<file path="src/rtl/multicycle_controller_pkg.sv">
`default_nettype none
// +----------------------------------------------------------------------------+
// | Module      : ctrl_pkg (multicycle_controller)                             |
// | Description : Shared types and encodings for the multicycle RV32I control. |
// | Revision    : 1.0 - initial release                                        |
// +----------------------------------------------------------------------------+
package ctrl_pkg;

    typedef enum logic [3:0] {
        S_FETCH    = 4'd0,
        S_DECODE   = 4'd1,
        S_EXEC_R   = 4'd2,
        S_EXEC_I   = 4'd3,
        S_MEM_ADDR = 4'd4,
        S_MEM_RD   = 4'd5,
        S_MEM_WR   = 4'd6,
        S_WB_ALU   = 4'd7,
        S_WB_MEM   = 4'd8,
        S_BRANCH   = 4'd9,
        S_JAL      = 4'd10,
        S_JALR     = 4'd11,
        S_UPPER    = 4'd12,
        S_TRAP     = 4'd13
    } state_t;

    typedef enum logic [3:0] {
        CLS_R       = 4'd0,
        CLS_I       = 4'd1,
        CLS_LOAD    = 4'd2,
        CLS_STORE   = 4'd3,
        CLS_BRANCH  = 4'd4,
        CLS_JAL     = 4'd5,
        CLS_JALR    = 4'd6,
        CLS_LUI     = 4'd7,
        CLS_AUIPC   = 4'd8,
        CLS_ILLEGAL = 4'd9
    } inst_class_t;

    localparam logic [6:0] OP_R      = 7'b0110011;
    localparam logic [6:0] OP_I      = 7'b0010011;
    localparam logic [6:0] OP_LOAD   = 7'b0000011;
    localparam logic [6:0] OP_STORE  = 7'b0100011;
    localparam logic [6:0] OP_BRANCH = 7'b1100011;
    localparam logic [6:0] OP_JAL    = 7'b1101111;
    localparam logic [6:0] OP_JALR   = 7'b1100111;
    localparam logic [6:0] OP_LUI    = 7'b0110111;
    localparam logic [6:0] OP_AUIPC  = 7'b0010111;

    localparam logic [2:0] IMM_NONE = 3'b000;
    localparam logic [2:0] IMM_I    = 3'b001;
    localparam logic [2:0] IMM_S    = 3'b010;
    localparam logic [2:0] IMM_B    = 3'b011;
    localparam logic [2:0] IMM_U    = 3'b100;
    localparam logic [2:0] IMM_J    = 3'b101;

    localparam logic [1:0] PC_SRC_PLUS4 = 2'b00;
    localparam logic [1:0] PC_SRC_IMM   = 2'b01;
    localparam logic [1:0] PC_SRC_ALU   = 2'b10;

    localparam logic [1:0] ALU_A_RS1  = 2'b00;
    localparam logic [1:0] ALU_A_PC   = 2'b01;
    localparam logic [1:0] ALU_A_ZERO = 2'b10;

    localparam logic [1:0] ALU_B_RS2  = 2'b00;
    localparam logic [1:0] ALU_B_IMM  = 2'b01;
    localparam logic [1:0] ALU_B_FOUR = 2'b10;

    localparam logic [1:0] ALU_OP_ADD   = 2'b00;
    localparam logic [1:0] ALU_OP_SUB   = 2'b01;
    localparam logic [1:0] ALU_OP_FUNCT = 2'b10;

    localparam logic [1:0] WB_SEL_ALU = 2'b00;
    localparam logic [1:0] WB_SEL_MEM = 2'b01;
    localparam logic [1:0] WB_SEL_PC4 = 2'b10;

endpackage
`default_nettype wire

</file>
<file path="src/rtl/multicycle_controller_if.sv">
`default_nettype none
// +----------------------------------------------------------------------------+
// | Module      : multicycle_controller_if                                     |
// | Description : Instruction, memory handshake and datapath control bundle.   |
// | Revision    : 1.0 - initial release                                        |
// +----------------------------------------------------------------------------+
interface multicycle_controller_if;
    logic [31:0] inst;
    logic        mem_ready;
    logic        branch_taken;
    logic        mem_req;
    logic        mem_we;
    logic        ir_write;
    logic        pc_write;
    logic [1:0]  pc_src;
    logic [2:0]  imm_sel;
    logic [1:0]  alu_src_a;
    logic [1:0]  alu_src_b;
    logic [1:0]  alu_op;
    logic        reg_write;
    logic [1:0]  wb_sel;
    logic        illegal;
    logic [3:0]  state_dbg;

    // Controller side
    modport master (
        input  inst, mem_ready, branch_taken,
        output mem_req, mem_we, ir_write, pc_write, pc_src, imm_sel,
               alu_src_a, alu_src_b, alu_op, reg_write, wb_sel, illegal, state_dbg
    );

    // Datapath / memory side
    modport slave (
        output inst, mem_ready, branch_taken,
        input  mem_req, mem_we, ir_write, pc_write, pc_src, imm_sel,
               alu_src_a, alu_src_b, alu_op, reg_write, wb_sel, illegal, state_dbg
    );
endinterface
`default_nettype wire

</file>
<file path="src/rtl/multicycle_controller_decode.sv">
`default_nettype none
// +----------------------------------------------------------------------------+
// | Module      : ctrl_opcode_decode                                           |
// | Description : Combinational opcode to instruction-class / imm_sel map.     |
// | Revision    : 1.0 - initial release                                        |
// +----------------------------------------------------------------------------+
module ctrl_opcode_decode
    import ctrl_pkg::*;
(
    input  logic [6:0]  opcode_i,
    output inst_class_t cls_o,
    output logic [2:0]  imm_sel_o
);

    always_comb begin
        cls_o     = CLS_ILLEGAL;
        imm_sel_o = IMM_NONE;
        case (opcode_i)
            OP_R:      begin cls_o = CLS_R;      imm_sel_o = IMM_NONE; end
            OP_I:      begin cls_o = CLS_I;      imm_sel_o = IMM_I;    end
            OP_LOAD:   begin cls_o = CLS_LOAD;   imm_sel_o = IMM_I;    end
            OP_STORE:  begin cls_o = CLS_STORE;  imm_sel_o = IMM_S;    end
            OP_BRANCH: begin cls_o = CLS_BRANCH; imm_sel_o = IMM_B;    end
            OP_JAL:    begin cls_o = CLS_JAL;    imm_sel_o = IMM_J;    end
            OP_JALR:   begin cls_o = CLS_JALR;   imm_sel_o = IMM_I;    end
            OP_LUI:    begin cls_o = CLS_LUI;    imm_sel_o = IMM_U;    end
            OP_AUIPC:  begin cls_o = CLS_AUIPC;  imm_sel_o = IMM_U;    end
            default:   begin cls_o = CLS_ILLEGAL; imm_sel_o = IMM_NONE; end
        endcase
    end

endmodule
`default_nettype wire

</file>
<file path="src/rtl/multicycle_controller.sv">
`default_nettype none
// +----------------------------------------------------------------------------+
// | Module      : multicycle_controller                                        |
// | Description : Multicycle RV32I control FSM (fetch/decode/exec/mem/wb).     |
// |               MULTICYCLE_CTRL_PERF_EN adds cycle_cnt / instret_cnt.        |
// | Revision    : 1.0 - initial release                                        |
// +----------------------------------------------------------------------------+
module multicycle_controller
    import ctrl_pkg::*;
#(
    parameter int RESET_TRAP_HALT = 1
) (
    input  logic                    clk,
    input  logic                    rst,
    multicycle_controller_if.master bus
`ifdef MULTICYCLE_CTRL_PERF_EN
    ,
    output logic [31:0]             cycle_cnt,
    output logic [31:0]             instret_cnt
`endif
);

    state_t      state_q, state_d;
    inst_class_t cls;
    logic [2:0]  dec_imm;
    logic        unused_inst;

    assign unused_inst = ^bus.inst[31:7];

    ctrl_opcode_decode u_decode (
        .opcode_i  (bus.inst[6:0]),
        .cls_o     (cls),
        .imm_sel_o (dec_imm)
    );

    always_ff @(posedge clk) begin
        if (rst) begin
            state_q <= S_FETCH;
        end else begin
            state_q <= state_d;
        end
    end

    always_comb begin
        state_d = state_q;
        case (state_q)
            S_FETCH:    if (bus.mem_ready) state_d = S_DECODE;
            S_DECODE: begin
                case (cls)
                    CLS_R:                 state_d = S_EXEC_R;
                    CLS_I:                 state_d = S_EXEC_I;
                    CLS_LOAD, CLS_STORE:   state_d = S_MEM_ADDR;
                    CLS_BRANCH:            state_d = S_BRANCH;
                    CLS_JAL:               state_d = S_JAL;
                    CLS_JALR:              state_d = S_JALR;
                    CLS_LUI, CLS_AUIPC:    state_d = S_UPPER;
                    default:               state_d = S_TRAP;
                endcase
            end
            S_EXEC_R, S_EXEC_I: state_d = S_WB_ALU;
            S_MEM_ADDR: state_d = (cls == CLS_STORE) ? S_MEM_WR : S_MEM_RD;
            S_MEM_RD:   if (bus.mem_ready) state_d = S_WB_MEM;
            S_MEM_WR:   if (bus.mem_ready) state_d = S_FETCH;
            S_UPPER:    state_d = S_WB_ALU;
            S_WB_ALU, S_WB_MEM, S_BRANCH, S_JAL, S_JALR: state_d = S_FETCH;
            S_TRAP:     if (RESET_TRAP_HALT == 0) state_d = S_FETCH;
            default:    state_d = S_FETCH;
        endcase
    end

    // Reset forces every output low regardless of the state being aborted.
    always_comb begin
        bus.mem_req   = 1'b0;
        bus.mem_we    = 1'b0;
        bus.ir_write  = 1'b0;
        bus.pc_write  = 1'b0;
        bus.pc_src    = PC_SRC_PLUS4;
        bus.imm_sel   = IMM_NONE;
        bus.alu_src_a = ALU_A_RS1;
        bus.alu_src_b = ALU_B_RS2;
        bus.alu_op    = ALU_OP_ADD;
        bus.reg_write = 1'b0;
        bus.wb_sel    = WB_SEL_ALU;
        bus.illegal   = 1'b0;
        bus.state_dbg = state_q;
        if (rst) begin
            bus.state_dbg = S_FETCH;
        end else begin
            case (state_q)
                S_FETCH: begin
                    bus.mem_req  = 1'b1;
                    bus.ir_write = bus.mem_ready;
                    bus.pc_write = bus.mem_ready;
                end
                S_EXEC_R: begin
                    bus.alu_op = ALU_OP_FUNCT;
                end
                S_EXEC_I: begin
                    bus.imm_sel   = dec_imm;
                    bus.alu_src_b = ALU_B_IMM;
                    bus.alu_op    = ALU_OP_FUNCT;
                end
                S_MEM_ADDR: begin
                    bus.imm_sel   = dec_imm;
                    bus.alu_src_b = ALU_B_IMM;
                end
                S_MEM_RD: begin
                    bus.mem_req = 1'b1;
                end
                S_MEM_WR: begin
                    bus.mem_req = 1'b1;
                    bus.mem_we  = 1'b1;
                end
                S_WB_ALU: begin
                    bus.reg_write = 1'b1;
                end
                S_WB_MEM: begin
                    bus.reg_write = 1'b1;
                    bus.wb_sel    = WB_SEL_MEM;
                end
                S_BRANCH: begin
                    bus.imm_sel  = dec_imm;
                    bus.alu_op   = ALU_OP_SUB;
                    bus.pc_write = bus.branch_taken;
                    bus.pc_src   = PC_SRC_IMM;
                end
                S_JAL: begin
                    bus.imm_sel   = dec_imm;
                    bus.reg_write = 1'b1;
                    bus.wb_sel    = WB_SEL_PC4;
                    bus.pc_write  = 1'b1;
                    bus.pc_src    = PC_SRC_IMM;
                end
                S_JALR: begin
                    bus.imm_sel   = dec_imm;
                    bus.alu_src_b = ALU_B_IMM;
                    bus.reg_write = 1'b1;
                    bus.wb_sel    = WB_SEL_PC4;
                    bus.pc_write  = 1'b1;
                    bus.pc_src    = PC_SRC_ALU;
                end
                S_UPPER: begin
                    bus.imm_sel   = dec_imm;
                    bus.alu_src_b = ALU_B_IMM;
                    bus.alu_src_a = (cls == CLS_LUI) ? ALU_A_ZERO : ALU_A_PC;
                end
                S_TRAP: begin
                    bus.illegal = 1'b1;
                end
                default: ;
            endcase
        end
    end

`ifdef MULTICYCLE_CTRL_PERF_EN
    logic [31:0] cycle_cnt_q;
    logic [31:0] instret_cnt_q;

    always_ff @(posedge clk) begin
        if (rst) begin
            cycle_cnt_q   <= 32'd0;
            instret_cnt_q <= 32'd0;
        end else begin
            cycle_cnt_q <= cycle_cnt_q + 32'd1;
            if ((state_q != S_FETCH) && (state_q != S_TRAP) && (state_d == S_FETCH)) begin
                instret_cnt_q <= instret_cnt_q + 32'd1;
            end
        end
    end

    assign cycle_cnt   = cycle_cnt_q;
    assign instret_cnt = instret_cnt_q;
`endif

endmodule
`default_nettype wire

</file>
<file path="src/flat_wrapper.sv">
// flat-port wrapper written by rule: the top's interface ports become plain ports
module multicycle_controller_flat import ctrl_pkg::*;
#(
    parameter int RESET_TRAP_HALT = 1
)
  (clk, rst, bus_inst, bus_mem_ready, bus_branch_taken, bus_mem_req, bus_mem_we, bus_ir_write, bus_pc_write, bus_pc_src, bus_imm_sel, bus_alu_src_a, bus_alu_src_b, bus_alu_op, bus_reg_write, bus_wb_sel, bus_illegal, bus_state_dbg);
  multicycle_controller_if bus_i ();
  input  logic clk;
  input  logic rst;
  input wire logic [$bits(bus_i.inst)-1:0] bus_inst;
  input wire logic [$bits(bus_i.mem_ready)-1:0] bus_mem_ready;
  input wire logic [$bits(bus_i.branch_taken)-1:0] bus_branch_taken;
  output wire logic [$bits(bus_i.mem_req)-1:0] bus_mem_req;
  output wire logic [$bits(bus_i.mem_we)-1:0] bus_mem_we;
  output wire logic [$bits(bus_i.ir_write)-1:0] bus_ir_write;
  output wire logic [$bits(bus_i.pc_write)-1:0] bus_pc_write;
  output wire logic [$bits(bus_i.pc_src)-1:0] bus_pc_src;
  output wire logic [$bits(bus_i.imm_sel)-1:0] bus_imm_sel;
  output wire logic [$bits(bus_i.alu_src_a)-1:0] bus_alu_src_a;
  output wire logic [$bits(bus_i.alu_src_b)-1:0] bus_alu_src_b;
  output wire logic [$bits(bus_i.alu_op)-1:0] bus_alu_op;
  output wire logic [$bits(bus_i.reg_write)-1:0] bus_reg_write;
  output wire logic [$bits(bus_i.wb_sel)-1:0] bus_wb_sel;
  output wire logic [$bits(bus_i.illegal)-1:0] bus_illegal;
  output wire logic [$bits(bus_i.state_dbg)-1:0] bus_state_dbg;
  assign bus_i.inst = bus_inst;
  assign bus_i.mem_ready = bus_mem_ready;
  assign bus_i.branch_taken = bus_branch_taken;
  assign bus_mem_req = bus_i.mem_req;
  assign bus_mem_we = bus_i.mem_we;
  assign bus_ir_write = bus_i.ir_write;
  assign bus_pc_write = bus_i.pc_write;
  assign bus_pc_src = bus_i.pc_src;
  assign bus_imm_sel = bus_i.imm_sel;
  assign bus_alu_src_a = bus_i.alu_src_a;
  assign bus_alu_src_b = bus_i.alu_src_b;
  assign bus_alu_op = bus_i.alu_op;
  assign bus_reg_write = bus_i.reg_write;
  assign bus_wb_sel = bus_i.wb_sel;
  assign bus_illegal = bus_i.illegal;
  assign bus_state_dbg = bus_i.state_dbg;
  multicycle_controller #(.RESET_TRAP_HALT(RESET_TRAP_HALT)) u_core (.clk(clk), .rst(rst), .bus(bus_i));
endmodule
</file>
<file path="config.mk">
export PLATFORM = sky130hd
export DESIGN_NAME = multicycle_controller_flat
export DESIGN_NICKNAME = d
export VERILOG_FILES = /design/src/rtl/multicycle_controller_pkg.sv /design/src/rtl/multicycle_controller_if.sv /design/src/rtl/multicycle_controller_decode.sv /design/src/rtl/multicycle_controller.sv /design/src/flat_wrapper.sv
export SDC_FILE = /design/constraint.sdc
export NUM_CORES = 1
export LEC_CHECK = 0
export ABC_CLOCK_PERIOD_IN_PS = 2100
export CAP_MARGIN = 20
export CORE_MARGIN = 10
export CORE_UTILIZATION = 33
export CTS_CLUSTER_DIAMETER = 80
export CTS_CLUSTER_SIZE = 14
export DETAILED_ROUTE_END_ITERATION = 7
export GPL_TIMING_DRIVEN = 0
export HOLD_SLACK_MARGIN = 0.12
export PLACE_DENSITY = 0.77
export SYNTH_ARGS = -nofsm -noshare
export SYNTH_HDL_FRONTEND = slang
export SYNTH_SLANG_ARGS = --single-unit
</file>
<file path="constraint.sdc">
create_clock -name clk -period 2.1 [get_ports clk]
set_clock_uncertainty 0.1 [all_clocks]
set_input_delay 0.42 -clock clk [delete_from_list [all_inputs] [get_ports clk]]
set_output_delay 0.42 -clock clk [all_outputs]
set_load 0.05 [all_outputs]
</file>
Word-level counts from Yosys, hierarchy flattened. Memories as Yosys holds them, arrays and structs flattened. Cells that the tools add are included.

Equal/unequal tests: 27. Mux-type cells: 33. Bitwise operators: 1. Reduce and logical (&&, ||, !) cells: 12.

Operators by type and width (count): $pmux 4 s9 (1); $pmux 4 s7 (1); $eq 4x4->1 const B (6); $eq 7x6->1 const B (3); $eq 7x7->1 const B (3); $eq 4x3->1 const B (5); $mux 2 (8); $mux 4 (4); $pmux 3 s5 (1); $eq 7x5->1 const B (2); $eq 4x2->1 const B (3); $mux 1 (12); $pmux 2 s2 (3); $reduce_or 3->1 (3); $reduce_or 2->1 (4); $reduce_or 4->1 (2); $eq 7x2->1 const B (1); $mux 3 (2); $ne 2x2->1 const B (3); $reduce_or 6->1 (1); $eq 4x1->1 const B (1); $logic_not 4->1 (1); $reduce_and 4->1 (1); $pmux 1 s3 (1); $not 1->1 (1).

Register bits after elaboration: 4. ROM bits: 64. Logic and storage cells: 75. Memories: 1.

Memories: (name not given) (words 16, bits a word 4, rd ports 1, clocked after memory_dff 0, write ports 0, RTL line multicycle_controller.sv:49) `case (cls)`.

Logic depth before layout (Yosys ltp). Gate-level depths: netlist of run 1.

Word-level depth: 6. Mapped depth: 12.

Cells and area by module. A second synthesis of run 1 with hierarchy kept.

Cell total of the unflattened synthesis: 135. Area total of the unflattened synthesis: 890.9 µm².

Modules (own cells, without submodules): multicycle_controller (instances 1, cells each 105, area an instance 696.9 µm²); ctrl_opcode_decode (instances 1, cells each 30, area an instance 193.9 µm²).

Least setup slack after synthesis of run 1. Ideal clock, no wire load.

Kind: in2out. Start point: in bus_inst[4]. End point: out bus_imm_sel[2]. Arrival: 2550 ps. Required time: 1580 ps. Setup slack: -970 ps. Cell stages on the path: 5. Path buffers: 1. Cells stage by stage: buf_6 and2b_4 nand3_1 o21ai_0 nor4b_1.

Cells in the longest elaborated chain, start to end: 5.

RTL lines: start, declared (RTL line flat_wrapper.sv:10) `input wire logic [$bits(bus_i.inst)-1:0] bus_inst;`; $eq 7x7->1, or another cell as far along (RTL line multicycle_controller_decode.sv:18) `case (opcode_i)`; $reduce_or 3->1 (no source line) or $reduce_or 2->1 (tied branches); $pmux 3 s5 (*) (RTL line multicycle_controller_decode.sv:18); $mux 3 (*) (RTL line multicycle_controller.sv:89) `case (state_q)`; $mux 3 (*) (RTL line multicycle_controller.sv:86) `if (rst) begin`; end, declared (RTL line flat_wrapper.sv:18) `output wire logic [$bits(bus_i.imm_sel)-1:0] bus_imm_sel;`.

Mark *: on every way between the ends. The rest lies on a longest branch, timed or not.

Worst setup path in the final report of run 1.
Start point: in bus_inst[5]. End point: out bus_alu_src_a[0].

Cells in the longest elaborated chain, start to end: 6.

RTL lines: $eq 7x5->1, or another cell as far along (RTL line multicycle_controller_decode.sv:18); $pmux 4 s9 (*) (RTL line multicycle_controller_decode.sv:18); $eq 4x3->1 (*) (RTL line multicycle_controller.sv:145) `bus.alu_src_a = (cls == CLS_LUI) ? ALU_A_ZERO : ALU_A_PC;`; $mux 2 (*) (RTL line multicycle_controller.sv:145); $mux 2 (*) (RTL line multicycle_controller.sv:89); $mux 2 (*) (RTL line multicycle_controller.sv:86); end, declared (RTL line flat_wrapper.sv:19) `output wire logic [$bits(bus_i.alu_src_a)-1:0] bus_alu_src_a;`.

Marked as above.

==> out/metrics.yaml, run 1 <==
worst_hold_path:
  hold_class: "reg -> reg"
  min-delay-start: "u_core.state_q[2]$_SDFFE_PP0P_"
  whs_endpoint: "u_core.state_q[2]$_SDFFE_PP0P_"
  min_path_cells: 2
clock_network:
  clk_latency_ps: 250
  ctsHtreeMaxLevel: 1
  clock_transition_at_the_registers_of_the_reported_paths_ps: 40
  clock_sinks: 4
  cts-root-to-sink-buffers: 2
  tritoncts_clock_tree: "built"
  cts_root_buffer: "clkbuf_4"
  clock_buffer_count_from_cts: 3
yosys:
  yosysWarnings: 0
  synth_top_area_share: 0.0880
  largest_area_contributor_in_the_synthesized_netlist: "dfxtp_1"
  yosysSeqAreaShare: 0.0880
  synth-seq-cells: 4
  ys.flop_type: "dfxtp_1"
  syn-num-nets: 176
  synth.lib_cells_used.distinct: 45
  synth_async_sr_flop_share: 0
  mappedNetlistArea_um2: 910
  post_synth_main_area_contributors: "dfxtp_1 (8.8%), nand2b_1 (8.3%), nor2b_1 (6.9%)"
  synth-edff-count: 0
  post_synth.cell_area_avg_um2: 6.64
  synthCells: 137
die:
  die-height_um: 72.5
  core.rowCount: 18
  die_area_um2: 5260
  die_width_um: 72.5
  starting_density: 0.357
  fp.coreArea_um2: 2540
  top_level_i_o_count: 59
finish:
  layout_top_registers: "u_core.state_q (4)"
  layout.core_utilization: 0.654
  finalNetCount: 225
  largest_register_ffs: 4
  fill_cell_count: 201
  ff_latch_area_um2: 92.6
  final_area_um2: 1670
  area_delta_synth_final_pct: 83.1
  n_antenna_cell: 0
  multiInputGateArea_um2: 966
  reg_with_most_ffs: "u_core.state_q"
  share_of_final_layout_standard_cells_stronger_than_drive_strength_1: 0.554
routing:
  drc: 0
  vias_per_cell: 5.94
  dr_total_vias: 1272
  route.detailed.wl_per_inst_um: 18.1
  detail_route.iter0.violations: 80
  antenna_left: 0
  dr.pass1.iters: 5
  postRouteWirelength_mm: 3.87
sta:
  hold_viol: 0
  worst_case_hold_slack_ps: 474
  post-route-worst-setup-slack_ps: -273
  timing.final.crit_period_ps: 2370
  finalMaxSlewViolations: 0
  final_report_setup_violation_count: 4
  fin_crit_sh: 1.13
  unrepaired_setup_endpoints_after_global_routing: "true"
  max_freq_mhz: 421
global_route:
  first_global_vias: 1223
  grt_usage: 0.135
  first_pass_grt_wire_length_mm: 5.98
  grt_start_max_net_pins: 11
  grt-ovfl-total: 0
  antenna_violations_before_repair: 0
pwr:
  max_ir_drop_vdd_v: 0.000498
  power.share.switching: 0.535
  sequential_fraction_of_design_power: 0.152
  share_comb_of_total_power: 0.755
  total_internal_power_mw: 0.516
  power-per-cell-area_nw_per_um2: 666
  clock_power_share: 0.093
  leakage_nw: 0.703
  switchingPower_mw: 0.593
worst_setup_path:
  cp-end-kind: "primary output"
  reg2regPathDepth: 5
  timing.rr.end: "u_core.state_q[0]$_SDFFE_PP0P_"
  crit_fanout: 8
  r2r_start: "u_core.state_q[0]$_SDFFE_PP0P_"
  timing_worst_setup_path_type: "in -> out"
  arrival_ps: 1850
  reg2reg_setup_slack_ps: 550
  worst-endpoint-required_ps: 1580
  cp-start-kind: "primary input"
place:
  post_dp_cell_area_um2: 1340
  dpl.hpwl_mm: 2.59
  port_buffers: 30
  gp_routability_congestion: 0.892
status:
  outcome: "finished with violations"
  failing_checks: "negative setup slack"
job:
  cap_violations: 0
==> through the flow <==
| step | cells | setup WS [ps] | TNS [ps] | power (mW) |
|---|---|---|---|---|
| 3_5_place_dp | 197 | -1530 | -20230 | 0.829 |
| 5_1_grt | 214 | -345 | -982 | 1.17 |
| 3_3_place_gp | 197 | -1490 | -19890 | 0.816 |
| 6_report | 214 | -273 | -569 | 1.11 |
| 2_1_floorplan | 137 | -268 | -1040 | 0.642 |
| 4_1_cts | 212 | -237 | -476 | 1.03 |
==> cells in the mapped netlist (all sizes together) (4+ instances only) <==
master and n:
nand2b 12, dfxtp 4, nand2 8, nor3 8, nor2b 10, a31oi 4
o21ai 6, nand3 5, buf 9, and3 5, a21oi 7, nor2 12
==> cells in the final DEF, fill, tap and decap left out, types with 6 or more instances in the layout <==
cell type,instances
nor2_1,7
dlygate4sd2_1,6
buf_4,19
nand2b_1,6
nand2_1,7
clkbuf_4,6
buf_6,11
==> per-layer routing <==
layer / wire (um) / vias up / GRT usage
met5: 0 / - / 0
met4: 57 / 0 / 0.0527
met3: 368 / 9 / 0.0422
met2: 1930 / 74 / 0.234
met1: 1510 / 597 / 0.149
li1: - / 592 / -
==> logic make-up (layout without fill, tap and decap cells) <==
group	Yosys count	after routing	share of synthesized area
xor gates and xnor gates	1	1	0.00963
AOI/OAI and AO/OA	35	35	0.274
and+or+nand+nor	77	77	0.488
DFF	4	4	0.0880
other	1	1	0.00412
buffers and inverters	15	62	0.0839
adders and majority gates	4	4	0.0523
==> worst max-delay path by stage <==
stage	from	end	slack, ps	cells past startpoint
floorplan	u_core.state_q[0]$_SDFFE_PP0P_	bus_imm_sel[1]	-270	6
global placement	bus_inst[5]	bus_alu_src_a[0]	-1490	11
detailed placement	bus_inst[5]	bus_alu_src_a[0]	-1530	11
CTS	bus_inst[4]	bus_alu_src_a[0]	-240	10
global route	bus_inst[5]	bus_alu_src_a[0]	-350	10
finish	bus_inst[5]	bus_alu_src_a[0]	-270	10
==> repair_timing <==
item,CTS,global route
setup buffers,15,2
pin swaps,12,9
setup endpoints to repair,25,19
gates resized for setup,167,33
hold buffers,0,0
==> critical path, cell delays in order <==
cell and delay [ps]:
buf_8 100, buf_6 120, buf_6 120, a31oi_1 220, nand2b_4 180, inv_2 40
ha_4 150, nand4_1 150, nor2b_4 190, buf_8 150
==> layout make-up <==
cell class / count / area share
buffer: 11 / 0.0751
clock buffer: 3 / 0.0135
sequential: 4 / 0.0556
tap: 30 / 0.0225
timing repair buffer: 45 / 0.243
inverter: 3 / 0.0105
multi-input combinational: 118 / 0.580
==> power by group through the flow <==
stage	Clock, mW	Combinational (mW)	Sequential [mW]
2_1_floorplan	0	0.526	0.116
3_3_place_gp	0	0.693	0.123
3_5_place_dp	0	0.705	0.124
4_1_cts	0.102	0.765	0.159
5_1_grt	0.106	0.897	0.171
6_report	0.103	0.837	0.169
Power figures use the tool's default switching activity.
==> run 2: changes to the inputs <==
CORE_MARGIN = not set   (was 10)
==> out/metrics.yaml, run 2 (synthesis results as in run 1) <==
status:
  outcome: "finished with violations"  # unchanged
  failing_checks: "negative setup slack"  # unchanged
global_route:
  first_pass_grt_wire_length_mm: 5.20  # was 5.98 mm
  met1_usage: 0.271  # was 0.149
  antenna_violations_before_repair: 0  # unchanged
  global_route.usage.met2: 0.459  # was 0.234
  groute.layer.met3.usage: 0.0278  # was 0.0422
  grt_usage: 0.246  # was 0.135
  routing_layer_with_the_top_usage_in_global_route: "met2"  # unchanged
  first_global_vias: 1125  # was 1,223
  grt-ovfl-total: 0  # unchanged
  grt_start_max_net_pins: 12  # was 11
finish:
  ff_latch_area_um2: 90.1  # was 92.6 um2
  area_delta_synth_final_pct: 82.3  # was 83.1%
  layout.cells.most_common: "buf_4"  # unchanged
  share_of_final_layout_standard_cells_stronger_than_drive_strength_1: 0.556  # was 0.554
  layout_top_registers: "u_core.state_q (4)"  # unchanged
  multiInputGateArea_um2: 982  # was 966 um2
  final_area_um2: 1660  # was 1670 um2
  finish.cell_count_without_fillers: 217  # was 214
  reg_with_most_ffs: "u_core.state_q"  # unchanged
  finalNetCount: 228  # was 225
  commonest_cells_after_routing_fill_and_taps_aside: "buf_4 (26), buf_6 (12), nor2_1 (8)"  # was buf_4 (19), buf_6 (11), nand2_1 (7), nor2_1 (7)
  largest_register_ffs: 4  # unchanged
  n_antenna_cell: 0  # unchanged
  fill_cell_count: 223  # was 201
  layout.core_utilization: 0.651  # was 0.654
routing:
  dr_total_vias: 1246  # was 1,272
  antenna_left: 0  # unchanged
  postRouteWirelength_mm: 3.43  # was 3.87 mm
  detail_route.iter0.violations: 46  # was 80
  route.detailed.wl_per_inst_um: 15.8  # was 18.1 um
  dr.pass1.iters: 4  # was 5
  drc: 0  # unchanged
  vias_per_cell: 5.74  # was 5.94
die:
  die_area_um2: 2970  # was 5260 um2
  die_width_um: 54.5  # was 72.5 um
  top_level_i_o_count: 59  # unchanged
  starting_density: 0.357  # unchanged
  core.rowCount: 18  # unchanged
  fp.coreArea_um2: 2540  # unchanged
  die-height_um: 54.5  # was 72.5 um
clock_network:
  cts-root-to-sink-buffers: 2  # unchanged
  clock_buffer_count_from_cts: 3  # unchanged
  clk_latency_ps: 240  # was 250 ps
  cts_root_buffer: "clkbuf_4"  # unchanged
  clock_sinks: 4  # unchanged
  clock_transition_at_the_registers_of_the_reported_paths_ps: 40  # about the same
  ctsHtreeMaxLevel: 1  # unchanged
  hold_buffers: 0  # unchanged
  tritoncts_clock_tree: "built"  # unchanged
pwr:
  power-per-cell-area_nw_per_um2: 652  # was 666 nW/um2
  clock_power_share: 0.091  # was 0.093
  total_internal_power_mw: 0.496  # was 0.516 mW
  switchingPower_mw: 0.586  # was 0.593 mW
  sequential_fraction_of_design_power: 0.154  # was 0.152
  max_ir_drop_vdd_v: 0.000450  # was 0.000498 V
  share_comb_of_total_power: 0.755  # about the same
  leakage_nw: 0.718  # was 0.703 nW
  power.share.switching: 0.541  # was 0.535
sta:
  timing.final.crit_period_ps: 2400  # was 2370 ps
  fin_crit_sh: 1.14  # was 1.13
  finalMaxSlewViolations: 0  # unchanged
  unrepaired_setup_endpoints_after_global_routing: "true"  # unchanged
  totalNegativeSetupSlack_ps: -764  # was -569 ps
  final_report_setup_violation_count: 5  # was 4
  hold_viol: 0  # unchanged
  max_freq_mhz: 417  # was 421 MHz
  post-route-worst-setup-slack_ps: -299  # was -273 ps
worst_setup_path:
  r2r_start: "u_core.state_q[0]$_SDFFE_PP0P_"  # unchanged
  reg2regPathDepth: 5  # unchanged
  worstSetupEndpoint: "bus_alu_src_a[1]"  # was bus_alu_src_a[0]
  worst-endpoint-required_ps: 1580  # about the same
  timing_worst_setup_path_type: "in -> out"  # unchanged
  reg2reg_setup_slack_ps: 510  # was 550 ps
  crit_fanout: 3  # was 8
  cp-start-kind: "primary input"  # unchanged
  timing.rr.end: "u_core.state_q[0]$_SDFFE_PP0P_"  # unchanged
  arrival_ps: 1880  # was 1850 ps
  worst_setup_path_startpoint: "bus_inst[5]"  # unchanged
  cp-end-kind: "primary output"  # unchanged
worst_hold_path:
  hold_class: "reg -> reg"  # unchanged
place:
  dpl.hpwl_mm: 2.22  # was 2.59 mm
  port_buffers: 30  # unchanged
  place_ws_ps: -1530  # about the same
  post_dp_cell_area_um2: 1340  # unchanged
  gp_routability_congestion: 0.953  # was 0.892
  place_inst: 197  # unchanged
job:
  cap_violations: 0  # unchanged
[run 2: repair_timing]
action,CTS,global route
pin swaps,10,8
resized for setup,163,32
setup buffers,18,2
setup endpoints to repair,25,20
[run 2: power groups by stage]
| stage | Clock [mW] | Sequential (mW) | Combinational (mW) |
|---|---|---|---|
| final | 0.0983 | 0.167 | 0.816 |
| after floorplan | 0 | 0.116 | 0.526 |
| after detailed placement | 0 | 0.124 | 0.703 |
| after CTS | 0.0970 | 0.154 | 0.745 |
| after global placement | 0 | 0.122 | 0.693 |
| after global routing | 0.106 | 0.169 | 0.872 |
[run 2: worst max-delay path, cell delays in order]
cell and delay [ps]:
buf_8 100, buf_6 120, nor2b_4 130, nor3b_4 50
a21oi_2 140, o21ai_2 90, nand2_2 100, ha_4 150
nand4_1 140, buf_4 190, nor2_4 70, buf_6 160
[run 2: cell type report]
class	instances	area share
multi-input combinational	118	0.592
timing repair buffer	48	0.237
buffer	11	0.0709
sequential	4	0.0543
tap	30	0.0226
clock buffer	3	0.0136
inverter	3	0.00906
[run 2: routing by layer]
| layer | part of all wire | vias to the layer above |
|---|---|---|
| met1 | 0.39 | 572 |
| met4 | 0.032 | 0 |
| met2 | 0.52 | 63 |
| met5 | 0 | - |
| li1 | - | 601 |
| met3 | 0.057 | 10 |
[run 2: stage by stage]
stage,total power [mW],hold slack (ps)
floorplan,0.642,440
global placement,0.815,497
detailed placement,0.826,515
CTS,0.996,467
global route,1.15,515
finish,1.08,499
[run 2: worst min path at each step]
stage / depth (start not counted) / endpoint / start / slack (ps)
after CTS: 2 / u_core.state_q[2]$_SDFFE_PP0P_ / u_core.state_q[2]$_SDFFE_PP0P_ / 470
after global routing: 2 / u_core.state_q[2]$_SDFFE_PP0P_ / u_core.state_q[2]$_SDFFE_PP0P_ / 520
after floorplan: 2 / u_core.state_q[2]$_SDFFE_PP0P_ / u_core.state_q[2]$_SDFFE_PP0P_ / 440
final: 2 / u_core.state_q[2]$_SDFFE_PP0P_ / u_core.state_q[2]$_SDFFE_PP0P_ / 500
after detailed placement: 2 / u_core.state_q[2]$_SDFFE_PP0P_ / u_core.state_q[2]$_SDFFE_PP0P_ / 510
after global placement: 2 / u_core.state_q[2]$_SDFFE_PP0P_ / u_core.state_q[2]$_SDFFE_PP0P_ / 500
